===== config.mk =====
export PLATFORM = sky130hd
export DESIGN_NAME = fifo_rd_gray_ctrl_flat
export DESIGN_NICKNAME = d
export VERILOG_FILES = /design/src/rtl/fifo_rd_gray_ctrl_if.sv /design/src/rtl/fifo_rd_gray_ctrl.sv /design/src/flat_wrapper.sv
export SDC_FILE = /design/constraint.sdc
export NUM_CORES = 1
export LEC_CHECK = 0
export BUFFER_PORTS_ARGS = -buffer_cell sky130_fd_sc_hd__buf_2
export CAP_MARGIN = 30
export CORE_MARGIN = 3
export CORE_UTILIZATION = 30
export DETAILED_ROUTE_END_ITERATION = 8
export GPL_TIMING_DRIVEN = 1
export PLACE_DENSITY = 0.55
export SKIP_CTS_REPAIR_TIMING = 1
export SYNTH_ARGS = -nofsm -noshare
export SYNTH_HDL_FRONTEND = slang
export SYNTH_SLANG_ARGS = --single-unit

===== constraint.sdc =====
create_clock -name clk -period 3.7 [get_ports clk]
set_input_delay 0.37 -clock clk [delete_from_list [all_inputs] [get_ports clk]]
set_output_delay 0.37 -clock clk [all_outputs]
set_load 0.03 [all_outputs]

===== src/rtl/fifo_rd_gray_ctrl_if.sv =====
// -----------------------------------------------------------------------------
// fifo_rd_gray_ctrl_if
//   Output stream of the async FIFO read side (src_rdy/dst_rdy handshake).
//
//   Signals:
//     dst_data     data word, valid while dst_src_rdy is high
//     dst_src_rdy  source (FIFO) has a word to offer
//     dst_dst_rdy  downstream accepts the word this cycle
//
//   Modports:
//     master  the FIFO read controller (drives data/valid, samples ready)
//     slave   the downstream consumer
// -----------------------------------------------------------------------------
interface fifo_rd_gray_ctrl_if #(
    parameter int DWIDTH = 36
);
    logic [DWIDTH-1:0] dst_data;
    logic              dst_src_rdy;
    logic              dst_dst_rdy;

    modport master (
        output dst_data,
        output dst_src_rdy,
        input  dst_dst_rdy
    );

    modport slave (
        input  dst_data,
        input  dst_src_rdy,
        output dst_dst_rdy
    );
endinterface


===== src/rtl/fifo_rd_gray_ctrl.sv =====
// -----------------------------------------------------------------------------
// fifo_rd_gray_ctrl
//   Read-side controller of an async FIFO. Synchronizes the gray-coded write
//   pointer, compares it with the local read pointer, drives the dual-port RAM
//   read port and presents the words first-word-fall-through on a
//   src_rdy/dst_rdy stream through a two-entry output buffer. The read pointer
//   is returned gray-coded and registered for the write side.
//
//   Parameters:
//     AWIDTH  RAM address width (depth 2^AWIDTH, pointers AWIDTH+1 bits)
//     DWIDTH  data width
//
//   Ports:
//     clk, rst_n    read-domain clock, asynchronous active-low reset
//     wr_gray_in    write pointer (gray), asynchronous to clk
//     rd_gray_out   read pointer (gray), registered
//     ram_raddr     RAM read address
//     ram_ren       RAM read enable (data returns one cycle later)
//     ram_rdata     RAM read data
//     dst           output stream (fifo_rd_gray_ctrl_if.master)
//     occupied      RAM entries written but not yet read (registered)
//     err           sticky gray-transition / overflow flag
//
//   Build option:
//     FIFO_RD_GRAY_CHECK_EN  when defined, builds the err checker; otherwise
//                            err is tied to 0.
// -----------------------------------------------------------------------------
module fifo_rd_gray_ctrl #(
    parameter int AWIDTH = 9,
    parameter int DWIDTH = 36
) (
    input  logic                 clk,
    input  logic                 rst_n,
    input  logic [AWIDTH:0]      wr_gray_in,
    output logic [AWIDTH:0]      rd_gray_out,
    output logic [AWIDTH-1:0]    ram_raddr,
    output logic                 ram_ren,
    input  logic [DWIDTH-1:0]    ram_rdata,
    fifo_rd_gray_ctrl_if.master  dst,
    output logic [AWIDTH:0]      occupied,
    output logic                 err
);

    localparam logic [AWIDTH:0] PTR_ONE = {{AWIDTH{1'b0}}, 1'b1};

    function automatic logic [AWIDTH:0] gray2bin(input logic [AWIDTH:0] g);
        logic [AWIDTH:0] b;
        b[AWIDTH] = g[AWIDTH];
        for (int i = AWIDTH - 1; i >= 0; i--) begin
            b[i] = b[i+1] ^ g[i];
        end
        return b;
    endfunction

    function automatic logic [AWIDTH:0] bin2gray(input logic [AWIDTH:0] b);
        return b ^ (b >> 1);
    endfunction

    // Pointer crossing and read pointer
    logic [AWIDTH:0]   r_wsync1;
    logic [AWIDTH:0]   r_wsync2;
    logic [AWIDTH:0]   r_wr_bin;
    logic [AWIDTH:0]   r_rd_bin;
    logic [AWIDTH:0]   r_rd_gray;
    logic [AWIDTH:0]   r_occupied;
    logic              r_inflight;

    // Output buffer: head is presented, skid catches the word already in
    // flight from the RAM when the consumer stalls.
    logic [1:0]        r_cnt;
    logic [DWIDTH-1:0] r_head;
    logic [DWIDTH-1:0] r_skid;

    logic              w_empty;
    logic              w_pop;
    logic [2:0]        w_level;
    logic              w_ren;

    // NOTE: every signal assigned in an always_comb gets a value on every
    // path (here: plain full assignments); a missed path infers a latch.
    always_comb begin
        w_empty = (r_wr_bin == r_rd_bin);
        w_pop   = (r_cnt != 2'd0) && dst.dst_dst_rdy;
        // Words the buffer will hold after this edge if nothing new is issued.
        w_level = {1'b0, r_cnt} + {2'b00, r_inflight} - {2'b00, w_pop};
        w_ren   = !w_empty && (w_level < 3'd2);
    end

    // Two-flop synchronizer; only the second stage is ever decoded.
    // NOTE: sequential state uses non-blocking assignments so every flop
    // samples pre-edge values regardless of statement order.
    always_ff @(posedge clk or negedge rst_n) begin
        if (!rst_n) begin
            r_wsync1 <= '0;
            r_wsync2 <= '0;
            r_wr_bin <= '0;
        end else begin
            r_wsync1 <= wr_gray_in;
            r_wsync2 <= r_wsync1;
            r_wr_bin <= gray2bin(r_wsync2);
        end
    end

    // Read pointer, its gray image for the write side, and occupancy.
    // Modulo arithmetic over AWIDTH+1 bits handles pointer wrap directly.
    always_ff @(posedge clk or negedge rst_n) begin
        if (!rst_n) begin
            r_rd_bin   <= '0;
            r_rd_gray  <= '0;
            r_occupied <= '0;
            r_inflight <= 1'b0;
        end else begin
            if (w_ren) begin
                r_rd_bin <= r_rd_bin + PTR_ONE;
            end
            r_rd_gray  <= bin2gray(r_rd_bin);
            r_occupied <= r_wr_bin - r_rd_bin;
            r_inflight <= w_ren;
        end
    end

    // Output buffer. Issue control guarantees cnt + inflight <= 2, so a load
    // never arrives while both entries are full and not being popped.
    // NOTE: the data registers are reset (not left as plain storage) because
    // dst_data must read 0 out of reset.
    always_ff @(posedge clk or negedge rst_n) begin
        if (!rst_n) begin
            r_cnt  <= 2'd0;
            r_head <= '0;
            r_skid <= '0;
        end else begin
            unique case ({r_inflight, w_pop})
                2'b10: begin
                    if (r_cnt == 2'd0) begin
                        r_head <= ram_rdata;
                    end else begin
                        r_skid <= ram_rdata;
                    end
                    r_cnt <= r_cnt + 2'd1;
                end
                2'b01: begin
                    r_head <= r_skid;
                    r_cnt  <= r_cnt - 2'd1;
                end
                2'b11: begin
                    // Load and pop together: count holds, order preserved.
                    if (r_cnt == 2'd1) begin
                        r_head <= ram_rdata;
                    end else begin
                        r_head <= r_skid;
                        r_skid <= ram_rdata;
                    end
                end
                default: ;
            endcase
        end
    end

`ifdef FIFO_RD_GRAY_CHECK_EN
    localparam logic [AWIDTH:0] DEPTH = {1'b1, {AWIDTH{1'b0}}};

    logic [AWIDTH:0] r_wprev;
    logic            r_err;
    logic [AWIDTH:0] w_wdiff;
    logic            w_multi_bit;

    always_comb begin
        w_wdiff     = r_wsync2 ^ r_wprev;
        // More than one bit set: clearing the lowest set bit leaves some.
        w_multi_bit = ((w_wdiff & (w_wdiff - PTR_ONE)) != '0);
    end

    always_ff @(posedge clk or negedge rst_n) begin
        if (!rst_n) begin
            r_wprev <= '0;
            r_err   <= 1'b0;
        end else begin
            r_wprev <= r_wsync2;
            if (w_multi_bit || (r_occupied > DEPTH)) begin
                r_err <= 1'b1;
            end
        end
    end

    assign err = r_err;
`else
    assign err = 1'b0;
`endif

    assign ram_ren         = w_ren;
    assign ram_raddr       = r_rd_bin[AWIDTH-1:0];
    assign rd_gray_out     = r_rd_gray;
    assign occupied        = r_occupied;
    assign dst.dst_src_rdy = (r_cnt != 2'd0);
    assign dst.dst_data    = r_head;

endmodule


===== src/flat_wrapper.sv =====
// flat-port wrapper written by rule: the top's interface ports become plain ports
module fifo_rd_gray_ctrl_flat 
#(
    parameter int AWIDTH = 9,
    parameter int DWIDTH = 36
)
  (clk, rst_n, wr_gray_in, rd_gray_out, ram_raddr, ram_ren, ram_rdata, occupied, err, dst_dst_data, dst_dst_src_rdy, dst_dst_dst_rdy);
  fifo_rd_gray_ctrl_if #(.DWIDTH(DWIDTH)) dst_i ();
  input  logic clk;
  input  logic rst_n;
  input  logic [AWIDTH:0] wr_gray_in;
  output logic [AWIDTH:0] rd_gray_out;
  output logic [AWIDTH-1:0] ram_raddr;
  output logic ram_ren;
  input  logic [DWIDTH-1:0] ram_rdata;
  output logic [AWIDTH:0] occupied;
  output logic err;
  output wire logic [$bits(dst_i.dst_data)-1:0] dst_dst_data;
  output wire logic [$bits(dst_i.dst_src_rdy)-1:0] dst_dst_src_rdy;
  input wire logic [$bits(dst_i.dst_dst_rdy)-1:0] dst_dst_dst_rdy;
  assign dst_dst_data = dst_i.dst_data;
  assign dst_dst_src_rdy = dst_i.dst_src_rdy;
  assign dst_i.dst_dst_rdy = dst_dst_dst_rdy;
  fifo_rd_gray_ctrl #(.AWIDTH(AWIDTH), .DWIDTH(DWIDTH)) u_core (.clk(clk), .rst_n(rst_n), .wr_gray_in(wr_gray_in), .rd_gray_out(rd_gray_out), .ram_raddr(ram_raddr), .ram_ren(ram_ren), .ram_rdata(ram_rdata), .dst(dst_i), .occupied(occupied), .err(err));
endmodule

==> metrics.yaml <==
run_status:
  outcome: "finished, final reports clean"
hold_path:
  worstHoldStart: "wr_gray_in[7]"
  hp-class: "in -> reg"
finish:
  multi_input_area_um2: 1980
  seq_area_um2: 3380
  n_antenna_cell: 0
  area_growth_pct: 27.8
  layout-drive-gt1-share: 0.355
  final_nets: 624
  final_cell_mix: "dfrtp_1, buf_2, nand2_1"
  final.fill_count: 1739
  final_common_cell: "dfrtp_1"
cts:
  clk_pin_slew_ns: 0.06
  clock-sinks: 135
  root_buffer: "clkbuf_16"
  h-tree-depth: 4
  cts_tree: "built"
  insertion_delay_ns: 0.41
  cts_buffers: 17
  clock_path_buffers: 2
floorplan:
  dieWidth_um: 142
  core-area_um2: 18100
  num_rows: 49
  initial_core_util: 0.307
  io_pins: 117
  die_h_um: 142
  dieArea_um2: 20100
power_and_ir_drop:
  power.leakage_nw: 3.34
  pwr_density_cell_nw_per_um2: 1040
  vdd_drop_max_mv: 0.337
  intPower_mw: 4.54
  power.switching_mw: 2.82
  p_comb_frac: 0.406
  switching_share: 0.383
  power_mw: 7.35
  seq_power_share: 0.324
  clockPowerShare: 0.270
critical_path:
  reg2reg_slack_ns: 0.69
  r2r-start: "u_core.r_cnt[1]"
  cp_max_fo: 8
  crit_arrival_ns: 3.04
  startpoint: "u_core.r_cnt[1]"
  path_class: "reg -> out"
  end_kind: "primary output"
  cp.required_ns: 3.33
  startpoint_type: "flop"
timing:
  rsz0062_at_grt: "no"
  finalCriticalPeriod_ns: 3.41
  finalCritPeriodShare: 0.923
  report.final.hold_viol_count: 0
  tns_ns: 0
  skew_ns: 0.00437
  fmax_mhz: 293
  slew_viol_final: 0
  worst_pin_slew_ns: 0.654
  setup_viol: 0
  whs_ns: 0.0605
  slew_headroom: 0.564
yosys:
  synthDistinctLibCells: 35
  netlist_area_um2: 5540
  ys_ff_latch: 135
  synth-warning-count: 0
  synthCells: 437
  syn_nets: 510
  ys_seq_area_frac: 0.609
  avgSynthCellArea_um2: 12.7
flow_run:
  drv_cap: 0
routing:
  drtPass1Iterations: 6
  drtIter0Drc: 139
  drt-total-wl_mm: 12.0
  routedWlPerCell_um: 15.1
  via_per_inst: 4.59
  vias: 3636
  antenna_left: 0
  drc_errors: 0
global_route:
  grt_pass1_wl_mm: 19.9
  track_usage: 0.125
  grt-ovfl-total: 0
  grt_pass1_vias: 3854
  grt_max_degree: 86
  antenna_found_initial: 0
place:
  placement.io_buffers: 115
  dp_hpwl_mm: 8.21
  gp_congestion: 0.771
## worst paths after layout
kind / endpoint / cells past startpoint
worst max-delay path: ram_ren / 9
worst min-delay path: u_core.r_wsync1[7] / 1
worst max register to register: u_core.r_rd_bin[9] / 11
worst min register to register: u_core.r_wsync2[1] / 0
max in group asynchronous: u_core.r_wsync2[2] / 3
min in group asynchronous: u_core.r_skid[21] / 2
## area by class of cell
| cell class | instances | area share |
|---|---|---|
| well taps | 229 | 0.0404 |
| inverters | 21 | 0.0111 |
| multi-input cells | 254 | 0.279 |
| flip-flops and latches | 135 | 0.477 |
| clock inverters | 15 | 0.0381 |
| repair buffers | 122 | 0.0945 |
| clock buffers | 17 | 0.0600 |
## cell families after synthesis
| family | count (synthesis) | share of synthesized area |
|---|---|---|
| flops | 135 | 0.609 |
| compound gates | 93 | 0.107 |
| simple gates | 67 | 0.0542 |
| buf+inv | 48 | 0.0399 |
| mux | 36 | 0.0731 |
| xor+xnor | 33 | 0.0589 |
| fa+ha+maj | 24 | 0.0569 |
| other cells | 1 | 0.000676 |
## power groups by stage
| stage | combinational (mW) | clock (mW) | sequential [mW] |
|---|---|---|---|
| finish | 2.99 | 1.98 | 2.39 |
| global route | 3.29 | 2.10 | 2.46 |
| CTS | 3.04 | 2.04 | 2.39 |
| detailed placement | 3.03 | 0 | 2.41 |
| global placement | 2.92 | 0 | 2.39 |
| floorplan | 1.66 | 0 | 2.90 |
## Yosys cell counts, drive strengths merged
cell | instances | share of area
nand4 | 3 | 0.0034
nand3 | 4 | 0.0036
xnor2 | 24 | 0.042
a22oi | 36 | 0.049
conb | 1 | 0.00068
nand2b | 1 | 0.0011
o21bai | 1 | 0.0014
o211ai | 1 | 0.0023
nor2b | 4 | 0.0045
and3 | 4 | 0.0054
mux2 | 36 | 0.073
nor2 | 4 | 0.0027
a211oi | 1 | 0.0014
o311a | 1 | 0.0020
o21a | 4 | 0.0054
inv | 21 | 0.014
xor2 | 9 | 0.017
a21oi | 5 | 0.0045
a2111o | 1 | 0.0020
buf | 13 | 0.016
fa | 2 | 0.0072
a21o | 1 | 0.0014
o21ai | 42 | 0.038
ha | 22 | 0.050
clkbuf | 14 | 0.0095
or4 | 1 | 0.0014
dfrtp | 135 | 0.61
nor4 | 1 | 0.0011
nand2 | 43 | 0.029
nor3 | 2 | 0.0018
## metrics by stage
stage	utilization	cell area (um^2)	cells	setup WS, ns
5_1_grt	0.392	7090	793	0.0928
3_3_place_gp	0.350	6330	758	0.691
3_5_place_dp	0.353	6380	760	0.565
2_1_floorplan	-	5540	437	0.886
6_report	0.392	7090	793	0.287
4_1_cts	0.391	7070	792	0.117
## per-layer routing
metal	global-route usage	up-vias	wire (um)
li1	-	1728	-
met1	0.155	1804	5260
met2	0.208	90	6090
met3	0.0316	14	440
met4	0.0500	0	201
met5	0	-	0
## critical path: stages (launching register included)
cell      delay [ns]
dfrtp_1         0.43
inv_1           0.10
ha_1            0.28
nor2b_2         0.25
ha_1            0.32
nand2b_1        0.18
fa_1            0.38
xnor2_1         0.15
o311a_2         0.31
buf_2           0.24
## state kept, by name (all words and copies together) (netlist names)
register	count
u_core.rd_gray_out	10
u_core.r_rd_bin	10
u_core.r_wr_bin	10
u_core.occupied	10
u_core.r_skid	36
u_core.r_inflight	1
u_core.r_wsync1	10
u_core.dst.dst_data	36
u_core.r_wsync2	10
u_core.r_cnt	2
(Power assumes the default switching activity.)
